--- src/rtl/sdram_scheduler_pkg.sv ---
`default_nettype none
// ============================================================================
// Module   : sdram_scheduler_pkg
// Purpose  : Shared SDRAM command encodings, default timing and scheduler
//            state encodings for the SDRAM bus scheduler.
// Revision : 1.0 - initial release
// ============================================================================
package sdram_scheduler_pkg;

  // SDRAM commands as {ras_n, cas_n, we_n}
  localparam logic [2:0] c_CMD_NOP   = 3'b111;
  localparam logic [2:0] c_CMD_ACT   = 3'b011;
  localparam logic [2:0] c_CMD_READ  = 3'b101;
  localparam logic [2:0] c_CMD_WRITE = 3'b100;
  localparam logic [2:0] c_CMD_PRE   = 3'b010;
  localparam logic [2:0] c_CMD_AR    = 3'b001;

  // Default SDRAM timing in clk cycles
  localparam int c_T_RP_DEF  = 2;
  localparam int c_T_RFC_DEF = 7;

  // A10 high on PRE selects all banks
  localparam logic [11:0] c_ADDR_ALL_BANKS = 12'h400;

  // Scheduler states
  typedef enum logic [2:0] {
    S_IDLE    = 3'd0,
    S_GRANT   = 3'd1,
    S_RELEASE = 3'd2,
    S_REF_PRE = 3'd3,
    S_REF_AR  = 3'd4
  } sched_state_t;

  // Which engine a grant or the round-robin pointer refers to
  typedef enum logic {
    SIDE_RD = 1'b0,
    SIDE_WR = 1'b1
  } side_t;

  // Load value for the 8-bit wait counter
  function automatic logic [7:0] wait_load(input int cycles);
    return 8'(cycles);
  endfunction

endpackage
`default_nettype wire

--- src/rtl/sdram_scheduler_refresh_timer.sv ---
`default_nettype none
// ============================================================================
// Module   : sdram_scheduler_refresh_timer
// Purpose  : Refresh interval counter and saturating count of owed refresh
//            credits. A credit is added each time the interval expires and
//            removed each time the scheduler issues an auto-refresh.
// Revision : 1.0 - initial release
// ============================================================================
module sdram_scheduler_refresh_timer #(
  parameter int REFRESH_INTERVAL = 390,
  parameter int MAX_PENDING      = 8
) (
  input  logic       clk,
  input  logic       rst,
  input  logic       run,
  input  logic       consume,
  output logic [3:0] pending
);

  localparam int c_TW = (REFRESH_INTERVAL > 2) ? $clog2(REFRESH_INTERVAL) : 1;
  localparam logic [c_TW-1:0] c_RELOAD = c_TW'(REFRESH_INTERVAL - 1);
  localparam logic [3:0] c_MAX = 4'(MAX_PENDING);

  logic [c_TW-1:0] r_count;
  logic [3:0]      r_pending;
  logic            w_wrap;
  logic            w_take;

  assign w_wrap  = run && (r_count == '0);
  // A consume with nothing owed is ignored so the credit count cannot wrap
  assign w_take  = consume && (r_pending != 4'd0);
  assign pending = r_pending;

  // Interval counter: counts down while running and reloads on expiry
  always_ff @(posedge clk or negedge rst) begin
    if (!rst) begin
      r_count <= c_RELOAD;
    end else if (run) begin
      r_count <= w_wrap ? c_RELOAD : (r_count - c_TW'(1));
    end
  end

  // Credit count: add on expiry (saturating), remove on AR, both cancel
  always_ff @(posedge clk or negedge rst) begin
    if (!rst) begin
      r_pending <= 4'd0;
    end else begin
      case ({w_wrap, w_take})
        2'b10:   if (r_pending < c_MAX) r_pending <= r_pending + 4'd1;
        2'b01:   r_pending <= r_pending - 4'd1;
        default: r_pending <= r_pending;
      endcase
    end
  end

endmodule
`default_nettype wire

--- src/rtl/sdram_scheduler.sv ---
`default_nettype none
// ============================================================================
// Module   : sdram_scheduler
// Purpose  : Owns the SDRAM command/address bus. Grants it round-robin to the
//            read and write engines, pre-empts them when refresh is overdue,
//            and issues precharge-all / auto-refresh itself.
// Revision : 1.0 - initial release
// ============================================================================
module sdram_scheduler
  import sdram_scheduler_pkg::*;
#(
  parameter int REFRESH_INTERVAL = 390,
  parameter int MAX_PENDING      = 8,
  parameter int T_RP             = c_T_RP_DEF,
  parameter int T_RFC            = c_T_RFC_DEF,
  parameter int GUARD            = 2
) (
  input  logic        clk,
  input  logic        rst,
  input  logic        init_done,
  input  logic        rd_req,
  input  logic        wr_req,
  output logic        rd_en,
  input  logic        rd_ready,
  output logic        rd_auto_refresh,
  input  logic [2:0]  rd_command,
  input  logic [11:0] rd_addr,
  input  logic [1:0]  rd_bank,
  output logic        wr_en,
  input  logic        wr_ready,
  output logic        wr_auto_refresh,
  input  logic [2:0]  wr_command,
  input  logic [11:0] wr_addr,
  input  logic [1:0]  wr_bank,
  output logic [2:0]  command,
  output logic [11:0] addr,
  output logic [1:0]  bank,
  output logic        busy_rd,
  output logic        busy_wr,
  output logic        refreshing
);

  sched_state_t r_state;
  side_t        r_owner;
  side_t        r_rr_ptr;
  logic         r_rd_en;
  logic         r_wr_en;
  logic         r_rd_ar;
  logic         r_wr_ar;
  logic         r_busy_rd;
  logic         r_busy_wr;
  logic         r_refreshing;
  logic [2:0]   r_ref_cmd;
  logic [11:0]  r_ref_addr;
  logic [7:0]   r_wait;

  logic [3:0]   w_pending;
  logic         w_pending_max;
  logic         w_consume;
  logic         w_req_owner;
  logic         w_ready_owner;
  side_t        w_grant_side;

  // Credit is taken in the cycle the AR is on the bus, so the loop decision
  // at the end of the tRFC gap already sees the decremented count.
  assign w_consume     = (r_state == S_REF_AR) && (r_ref_cmd == c_CMD_AR);
  assign w_pending_max = (w_pending >= 4'(MAX_PENDING));
  assign w_req_owner   = (r_owner == SIDE_RD) ? rd_req   : wr_req;
  assign w_ready_owner = (r_owner == SIDE_RD) ? rd_ready : wr_ready;

  sdram_scheduler_refresh_timer #(
    .REFRESH_INTERVAL (REFRESH_INTERVAL),
    .MAX_PENDING      (MAX_PENDING)
  ) u_refresh_timer (
    .clk     (clk),
    .rst     (rst),
    .run     (init_done),
    .consume (w_consume),
    .pending (w_pending)
  );

  // Pick the engine to grant from IDLE; contention follows the pointer
  always_comb begin
    w_grant_side = SIDE_RD;
    if (rd_req && wr_req) begin
      w_grant_side = r_rr_ptr;
    end else if (wr_req) begin
      w_grant_side = SIDE_WR;
    end
  end

  // Scheduler FSM with registered engine controls and refresh command
  always_ff @(posedge clk or negedge rst) begin
    if (!rst) begin
      r_state      <= S_IDLE;
      r_owner      <= SIDE_RD;
      r_rr_ptr     <= SIDE_RD;
      r_rd_en      <= 1'b0;
      r_wr_en      <= 1'b0;
      r_rd_ar      <= 1'b0;
      r_wr_ar      <= 1'b0;
      r_busy_rd    <= 1'b0;
      r_busy_wr    <= 1'b0;
      r_refreshing <= 1'b0;
      r_ref_cmd    <= c_CMD_NOP;
      r_ref_addr   <= 12'h000;
      r_wait       <= 8'd0;
    end else begin
      case (r_state)
        S_IDLE: begin
          if (init_done) begin
            if (w_pending != 4'd0) begin
              r_state      <= S_REF_PRE;
              r_refreshing <= 1'b1;
              r_ref_cmd    <= c_CMD_PRE;
              r_ref_addr   <= c_ADDR_ALL_BANKS;
              r_wait       <= wait_load(T_RP);
            end else if (rd_req || wr_req) begin
              r_owner   <= w_grant_side;
              r_rd_en   <= (w_grant_side == SIDE_RD);
              r_busy_rd <= (w_grant_side == SIDE_RD);
              r_wr_en   <= (w_grant_side == SIDE_WR);
              r_busy_wr <= (w_grant_side == SIDE_WR);
              r_state   <= S_GRANT;
              if (rd_req && wr_req) begin
                r_rr_ptr <= (r_rr_ptr == SIDE_RD) ? SIDE_WR : SIDE_RD;
              end
            end
          end
        end

        S_GRANT: begin
          if (w_pending_max) begin
            // Overdue refresh: tell the owner to yield and drop its enable
            r_rd_en <= 1'b0;
            r_wr_en <= 1'b0;
            r_rd_ar <= (r_owner == SIDE_RD);
            r_wr_ar <= (r_owner == SIDE_WR);
            r_wait  <= wait_load(GUARD);
            r_state <= S_RELEASE;
          end else if (!w_req_owner) begin
            r_rd_en <= 1'b0;
            r_wr_en <= 1'b0;
            r_wait  <= wait_load(GUARD);
            r_state <= S_RELEASE;
          end
        end

        S_RELEASE: begin
          // Engine keeps the bus until it reports idle after the guard time
          r_rd_ar <= 1'b0;
          r_wr_ar <= 1'b0;
          if (r_wait != 8'd0) begin
            r_wait <= r_wait - 8'd1;
          end else if (w_ready_owner) begin
            r_busy_rd <= 1'b0;
            r_busy_wr <= 1'b0;
            r_state   <= S_IDLE;
          end
        end

        S_REF_PRE: begin
          r_ref_cmd  <= c_CMD_NOP;
          r_ref_addr <= 12'h000;
          if (r_wait != 8'd0) begin
            r_wait <= r_wait - 8'd1;
          end else begin
            r_ref_cmd <= c_CMD_AR;
            r_wait    <= wait_load(T_RFC);
            r_state   <= S_REF_AR;
          end
        end

        S_REF_AR: begin
          r_ref_cmd <= c_CMD_NOP;
          if (r_wait != 8'd0) begin
            r_wait <= r_wait - 8'd1;
          end else if (w_pending != 4'd0) begin
            // Credits added during the sequence are paid off in this loop
            r_ref_cmd <= c_CMD_AR;
            r_wait    <= wait_load(T_RFC);
          end else begin
            r_refreshing <= 1'b0;
            r_state      <= S_IDLE;
          end
        end

        default: begin
          r_state <= S_IDLE;
        end
      endcase
    end
  end

  // Zero-latency bus mux: bus owner, then refresh sequencer, else NOP
  always_comb begin
    command = c_CMD_NOP;
    addr    = 12'h000;
    bank    = 2'b00;
    if (r_busy_rd) begin
      command = rd_command;
      addr    = rd_addr;
      bank    = rd_bank;
    end else if (r_busy_wr) begin
      command = wr_command;
      addr    = wr_addr;
      bank    = wr_bank;
    end else if (r_refreshing) begin
      command = r_ref_cmd;
      addr    = r_ref_addr;
    end
  end

  assign rd_en           = r_rd_en;
  assign wr_en           = r_wr_en;
  assign rd_auto_refresh = r_rd_ar;
  assign wr_auto_refresh = r_wr_ar;
  assign busy_rd         = r_busy_rd;
  assign busy_wr         = r_busy_wr;
  assign refreshing      = r_refreshing;

endmodule
`default_nettype wire

--- config.mk ---
export PLATFORM = sky130hd
export DESIGN_NAME = sdram_scheduler
export DESIGN_NICKNAME = d
export VERILOG_FILES = /design/src/rtl/sdram_scheduler_pkg.sv /design/src/rtl/sdram_scheduler_refresh_timer.sv /design/src/rtl/sdram_scheduler.sv
export SDC_FILE = /design/constraint.sdc
export NUM_CORES = 1
export LEC_CHECK = 0
export ABC_AREA = 1
export CORE_UTILIZATION = 48
export DETAILED_ROUTE_END_ITERATION = 7
export PLACE_DENSITY = 0.85
export SYNTH_ARGS = -nofsm -noshare
export SYNTH_HDL_FRONTEND = slang
export SYNTH_SLANG_ARGS = --single-unit
export TNS_END_PERCENT = 50
--- constraint.sdc ---
create_clock -name clk -period 2.15 [get_ports clk]
set_input_delay 0.645 -clock clk [delete_from_list [all_inputs] [get_ports clk]]
set_output_delay 0.645 -clock clk [all_outputs]
set_load 0.1 [all_outputs]
==> results.md, run 1 <==
* Aggregate global routing overflow at 0
* Initial cell density of the core at 0.501
* Final standard cell utilization of the core at 0.785
* Top FF cell, synth: sky130_fd_sc_hd__dfrtp_1
* Warnings, synthesis at 0
* TritonCTS clock tree: built
* Root buffer cell: sky130_fd_sc_hd__clkbuf_8
* Number of instances in the synthesized netlist at 295
* Overall Global Routing Usage at 0.276
* Count of endpoints failing setup in the final report at 0
* Number of clock sinks seen by CTS at 37
* TritonCTS Buffers at 5
* Number of top-level design ports at 65
* Vertical extent of the die at 72.2 µm
* Half-perimeter wire length after detailed placement at 5010 µm
* Number of nets in the layout at 418
* Slew at the pin with the worst max-slew slack at 0.460 ns
* Worst vdd rail ir drop at 0.450 mV
* Yosys top cell area share at 0.317
* Top cell type by total area after synthesis: sky130_fd_sc_hd__dfrtp_1
* Average cell area after synthesis at 8.02 µm²
* Result of the run: finished, final reports clean
* Final critical-path required period at 2.15 ns
* Vias after detailed routing at 2418
* Fraction of layout cells with a size suffix above 1 at 0.297
* Synth top cells by count: sky130_fd_sc_hd__nand2_1 (45), sky130_fd_sc_hd__inv_1 (36), sky130_fd_sc_hd__dfrtp_1 (30)
* Area added between synthesis and finish at 56.6%
* Unrepaired setup endpoints after global routing: true
* Fin crit share at 1.00
* Area inside the core boundary at 4720 µm²
* Horiz. Die Dim at 72.2 µm
* Main area contributors after synthesis: sky130_fd_sc_hd__dfrtp_1 (32%), sky130_fd_sc_hd__dfstp_2 (7.8%), sky130_fd_sc_hd__nand2_1 (7.1%)
* Mean number of vias per cell at 5.48
* Buffers inserted by post-CTS timing repair at 0
* Leakage Power at 0.00179 µW
* Worst clock skew at 0.00551 ns
* Drt first-iter violations at 65
* Final cell count without fillers at 441
* Arrival time worst endpoint at 1.50 ns
* Area of the mapped netlist at 2370 µm²
* Final hold violations at 0
* Initial antenna violation count at 0
* Post-synth EDFFs at 0
* Number of core rows at 25
* CTS hold repair buffers at 0
* Vias in the first global route at 2464
* Diode insertion count for antenna repair at 0
* Number of cells after detailed placement at 433
* Wire length of the first global-routing pass at 11100 µm
* Clock transition at the registers of the reported paths at 0.07 ns
* Type of the worst min-delay path: reg2reg
* Endpoint type of the worst setup path: output port
* Critical path type: in2out
* Power Dens Cells at 443 nW/µm²
* Net count after synthesis at 340
* Most used standard cell by instance count after synthesis: sky130_fd_sc_hd__nand2_1
* Number of nets still failing antenna checks after routing at 0
* Post-route total power at 1640 µW
* Number of remaining DRC errors at 0
* Synth async-reset ratio at 1.00
* Highest net fanout along the worst path at 1
* Critical path launch point type: primary input
* Average routed wire per standard cell at 15.1 µm
* Total detailed-routing wirelength at 6640 µm
* Placer's final routability congestion estimate at 0.914
* Required time at the endpoint of the critical path at 1.50 ns
* Port Buf Inserts at 64
* Final critical-path setup slack at 0.000478 ns
* Fmax at 465 MHz
* Relative slew margins at 0.690
* Max Cap Viol at 0
* Synth cell types at 33
* Die ar. at 5220 µm²
* Total of flip-flops plus latches after synthesis at 37
* Maximum clock path buffer count at 2
* Setup slack of the worst register-to-register path at 0.27 ns
* Share of the yosys chip area belonging to registers at 0.395
* Iteration count of the initial detailed-routing pass at 4
* Pin count of the biggest net entering global routing at 38
* Setup slack at placement at -0.206 ns
* Source-to-sink clock delay at the later pin of the worst-skew pair at 0.29 ns
* CTS H-tree lvls at 2
* Total count of max-transition violations in the final report at 0
==> path summary, 6_finish.rpt <==
path	startpoint	to	cells after the start
worst min register to register	u_refresh_timer.r_count[2]	u_refresh_timer.r_count[2]	2
max in group asynchronous	rst	refreshing	2
worst max-delay path	wr_command[1]	command[1]	3
min in group asynchronous	rst	u_refresh_timer.r_count[6]	2
worst max register to register	r_wait[0]	r_state[0]	9
worst min-delay path	u_refresh_timer.r_count[2]	u_refresh_timer.r_count[2]	2
==> flip-flops by register name, indices dropped and copies added (netlist names), 3 cells and up <==
signal / count
u_refresh_timer.r_count: 9
r_wait: 8
u_refresh_timer.pending: 4
r_ref_cmd: 3
r_state: 3
==> placed cells by master (no fill, tap or decap), drive strengths merged <==
cell           instances
o31ai                  3
a21o                   2
a21oi                 14
buf                   35
o221a                  3
o21ai                 33
dfrtp                 30
a22o                  13
ha                     4
nor2                  39
nand3b                 2
o21bai                 1
dfstp                  7
clkdlybuf4s50         27
nand4                  4
clkbuf                 8
o21a                   2
nor3                   9
nand2                 51
inv                   43
a22oi                  2
dlymetal6s2s           9
nand3                 20
dlygate4sd2            4
xor2                   9
==> routing by layer <==
metal	track usage	wire, µm	vias to the layer above
met4	0.0980	149	0
li1	-	-	1144
met1	0.301	2500	1159
met5	0	0	-
met2	0.526	3600	97
met3	0.0528	391	18
==> logic make-up (layout without fill, tap and decap cells) <==
family,Yosys count,in the layout,share of synthesized area
simple gates,125,125,0.262
buf+inv,47,126,0.0782
compound gates,73,73,0.211
flops,37,37,0.395
fa+ha+maj,4,4,0.0211
xor+xnor,9,9,0.0333
==> stage by stage <==
stage | setup TNS, ns | area [µm²] | hold WS [ns]
after floorplan | -0.283 | 2560 | 0.349
after CTS | -0.00282 | 3640 | 0.470
final | 0 | 3710 | 0.470
after detailed placement | -0.833 | 3540 | 0.463
after global routing | -0.0186 | 3710 | 0.517
after global placement | -0.401 | 3540 | 0.452
==> power breakdown <==
part / internal, µW / leakage (µW) / switching [µW]
registers: 797 / 0.000436 / 65.9
logic: 138 / 0.00131 / 141
clock network: 261 / 0.0000455 / 238
total: 1200 / 0.00179 / 444
==> area by class of cell <==
| type | instances | area (µm²) |
|---|---|---|
| Inverter | 43 | 174 |
| Timing Repair Buffer | 75 | 985 |
| Clock buffer | 8 | 90.1 |
| Fill cell | 313 | 1020 |
| Sequential cell | 37 | 946 |
| Tap cell | 67 | 83.8 |
| Multi-Input combinational cell | 211 | 1430 |
==> worst max-delay path, cell delays in order <==
cell and delay, ns:
sky130_fd_sc_hd__clkdlybuf4s50_1 0.49, sky130_fd_sc_hd__o221a_4 0.20, sky130_fd_sc_hd__buf_12 0.17
==> what timing repair did <==
item	in CTS	in global routing
endpoints found under the setup margin	16	18
resized for setup	9	16
pin swaps	6	8
endpoints found under the hold margin	0	0
No activity file was read; power rests on OpenSTA's default activity.
==> run 2: changes to the inputs <==
- CORE_UTILIZATION: 48 -> 31
- PLACE_DENSITY: 0.85 -> 0.61
==> run 2 against run 1 <==
The flow now finishes with violations (negative setup slack). Cell count up 9.1%. Routed wire length decreased by 12%. Critical path depth did not move. Die area rose by 53%. Flip-flop and latch count is the same. Power is 2.1% lower. Fmax decreased by 0.44%. Combinational power about the same. Global-route usage down 12 points. Largest cell class unchanged.
==> results.md, run 2 (synthesis results as in run 1) <==
* Result of the run: finished with violations (was finished, final reports clean)
* Failing checks: negative setup slack
* Total count of max-transition violations in the final report at 0 (unchanged)
* Most used cells in the layout excluding fill and tap cells: sky130_fd_sc_hd__nand2_1 (44), sky130_fd_sc_hd__inv_1 (34), sky130_fd_sc_hd__clkdlybuf4s50_1 (33), sky130_fd_sc_hd__nor2_1 (27), sky130_fd_sc_hd__dfrtp_1 (27) (was sky130_fd_sc_hd__nand2_1 (44), sky130_fd_sc_hd__inv_1 (34), sky130_fd_sc_hd__nor2_1 (27), sky130_fd_sc_hd__clkdlybuf4s50_1 (27), sky130_fd_sc_hd__dfrtp_1 (27))
* Leakage Power at 0.00175 µW (was 0.00179 µW)
* Number of nets still failing antenna checks after routing at 0 (unchanged)
* Number of clock sinks seen by CTS at 37 (unchanged)
* Number of cells after detailed placement at 473 (was 433)
* Number of nets in the layout at 426 (was 418)
* Buffers inserted by post-CTS timing repair at 0 (unchanged)
* Vias in the first global route at 2214 (was 2464)
* Final critical-path setup slack at -0.00903 ns (was 0.000478 ns)
* Fmax at 463 MHz (was 465 MHz)
* Fin crit share at 1.00 (about the same)
* Final standard cell utilization of the core at 0.512 (was 0.785)
* Horiz. Die Dim at 89.4 µm (was 72.2 µm)
* Diode insertion count for antenna repair at 0 (unchanged)
* Half-perimeter wire length after detailed placement at 4750 µm (was 5010 µm)
* Max reg flops at 9 (unchanged)
* Overall Global Routing Usage at 0.159 (was 0.276)
* Mean number of vias per cell at 4.77 (was 5.48)
* Number of top-level design ports at 65 (unchanged)
* Pin count of the biggest net entering global routing at 23 (was 38)
* Type of the worst min-delay path: in2async (was reg2reg)
* Worst path cell trace: clkdlybuf4s50_1, o221a_2, buf_12 (was clkdlybuf4s50_1, o221a_4, buf_12)
* Critical path launch point type: primary input (unchanged)
* Final cell count without fillers at 481 (was 441)
* Endpoint type of the worst setup path: output port (unchanged)
* Critical path type: in2out (unchanged)
* Iteration count of the initial detailed-routing pass at 4 (unchanged)
* Worst hold slack at 0.277 ns (was 0.470 ns)
* Final critical-path required period at 2.16 ns (was 2.15 ns)
* Setup slack of the worst register-to-register path at 0.26 ns (was 0.27 ns)
* Power Dens Cells at 428 nW/µm² (was 443 nW/µm²)
* Total detailed-routing wirelength at 5850 µm (was 6640 µm)
* Slew at the pin with the worst max-slew slack at 0.421 ns (was 0.460 ns)
* Aggregate global routing overflow at 0 (unchanged)
* Vias after detailed routing at 2295 (was 2418)
* Maximum clock path buffer count at 2 (unchanged)
* Area added between synthesis and finish at 58.6% (was 56.6%)
* Count of endpoints failing setup in the final report at 1 (was 0)
* Area inside the core boundary at 7330 µm² (was 4720 µm²)
* Initial antenna violation count at 0 (unchanged)
* Die ar. at 7990 µm² (was 5220 µm²)
* Worst vdd rail ir drop at 0.435 mV (was 0.450 mV)
* Largest register by flop count: u_refresh_timer.r_count (unchanged)
* Fraction of layout cells with a size suffix above 1 at 0.317 (was 0.297)
* Slowest CP cell: sky130_fd_sc_hd__clkdlybuf4s50_1 (unchanged)
* Clock transition at the registers of the reported paths at 0.07 ns (about the same)
* Post-route total power at 1610 µW (was 1640 µW)
* Longest individual stage delay on the worst path at 0.41 ns (was 0.49 ns)
* Required time at the endpoint of the critical path at 1.50 ns (about the same)
* Wire length of the first global-routing pass at 9820 µm (was 11100 µm)
* Vertical extent of the die at 89.4 µm (was 72.2 µm)
* Arrival time worst endpoint at 1.51 ns (was 1.50 ns)
* Number of core rows at 31 (was 25)
* Source-to-sink clock delay at the later pin of the worst-skew pair at 0.29 ns (about the same)
* Average routed wire per standard cell at 12.2 µm (was 15.1 µm)
* Most common library cell in the layout ignoring fill and taps: sky130_fd_sc_hd__nand2_1 (unchanged)
* TritonCTS Buffers at 5 (unchanged)
* Initial cell density of the core at 0.323 (was 0.501)
* Port Buf Inserts at 64 (unchanged)
* Final-layout setup total negative slack at -0.00903 ns (was 0 ns)
* Root buffer cell: sky130_fd_sc_hd__clkbuf_8 (unchanged)
* Unrepaired setup endpoints after global routing: true (unchanged)
* CTS H-tree lvls at 2 (unchanged)
* TritonCTS clock tree: built (unchanged)
* Drt first-iter violations at 77 (was 65)
* Worst clock skew at 0.00423 ns (was 0.00551 ns)
* Highest net fanout along the worst path at 1 (unchanged)
* Max Cap Viol at 0 (unchanged)
* Number of remaining DRC errors at 0 (unchanged)
* Placer's final routability congestion estimate at 0.792 (was 0.914)
* Final hold violations at 0 (unchanged)
* Relative slew margins at 0.716 (was 0.690)
run 2: layer usage:
layer	wire, µm	global-route usage	up-vias
met5	0	0	-
li1	-	-	1166
met2	2670	0.280	69
met4	104	0.0577	0
met3	468	0.0397	8
met1	2600	0.187	1052
run 2: where the power goes:
part	leakage [µW]	internal, µW	switching, µW	total [µW]
combinational	0.00127	147	134	280
sequential	0.000436	796	56.5	853
clock	0.0000450	225	248	473
run 2: what timing repair did:
item | in CTS | in global routing
pin swaps | 4 | 1
hold endpoints to repair | 0 | 0
setup endpoints to repair | 17 | 18
hold buffers | 0 | 0
resized for setup | 10 | 3
run 2: final cells by class:
cell class                 instances  area (µm²)
clock buffer                       6        72.6
inverter                          43         174
sequential                        37         946
fill                             672        3580
tap                               99         124
multi-input combinational        211        1400
clock inverter                     2        10.0
timing repair buffer              83        1030
run 2: final timing paths:
path	from	endpoint	depth (start not counted)
hold reg to reg	r_rr_ptr	r_rr_ptr	1
max in group asynchronous	rst	u_refresh_timer.r_count[0]	2
hold / removal	rst	r_state[1]	1
setup / recovery	rd_command[2]	command[2]	3
setup reg to reg	r_wait[0]	r_state[1]	9
min in group clk	r_rr_ptr	r_rr_ptr	1
run 2: metrics by stage:
step,setup slack [ns],cell area [µm²]
2_1_floorplan,-0.0332,2560
3_3_place_gp,-0.186,3640
3_5_place_dp,-0.216,3640
4_1_cts,-0.0145,3740
5_1_grt,-0.0368,3750
6_report,-0.00903,3750
run 2: critical path: cells and delay by family:
family                 cells  cell delay, ns
buffers and inverters      2            0.58
AOI/OAI and AO/OA          1            0.29
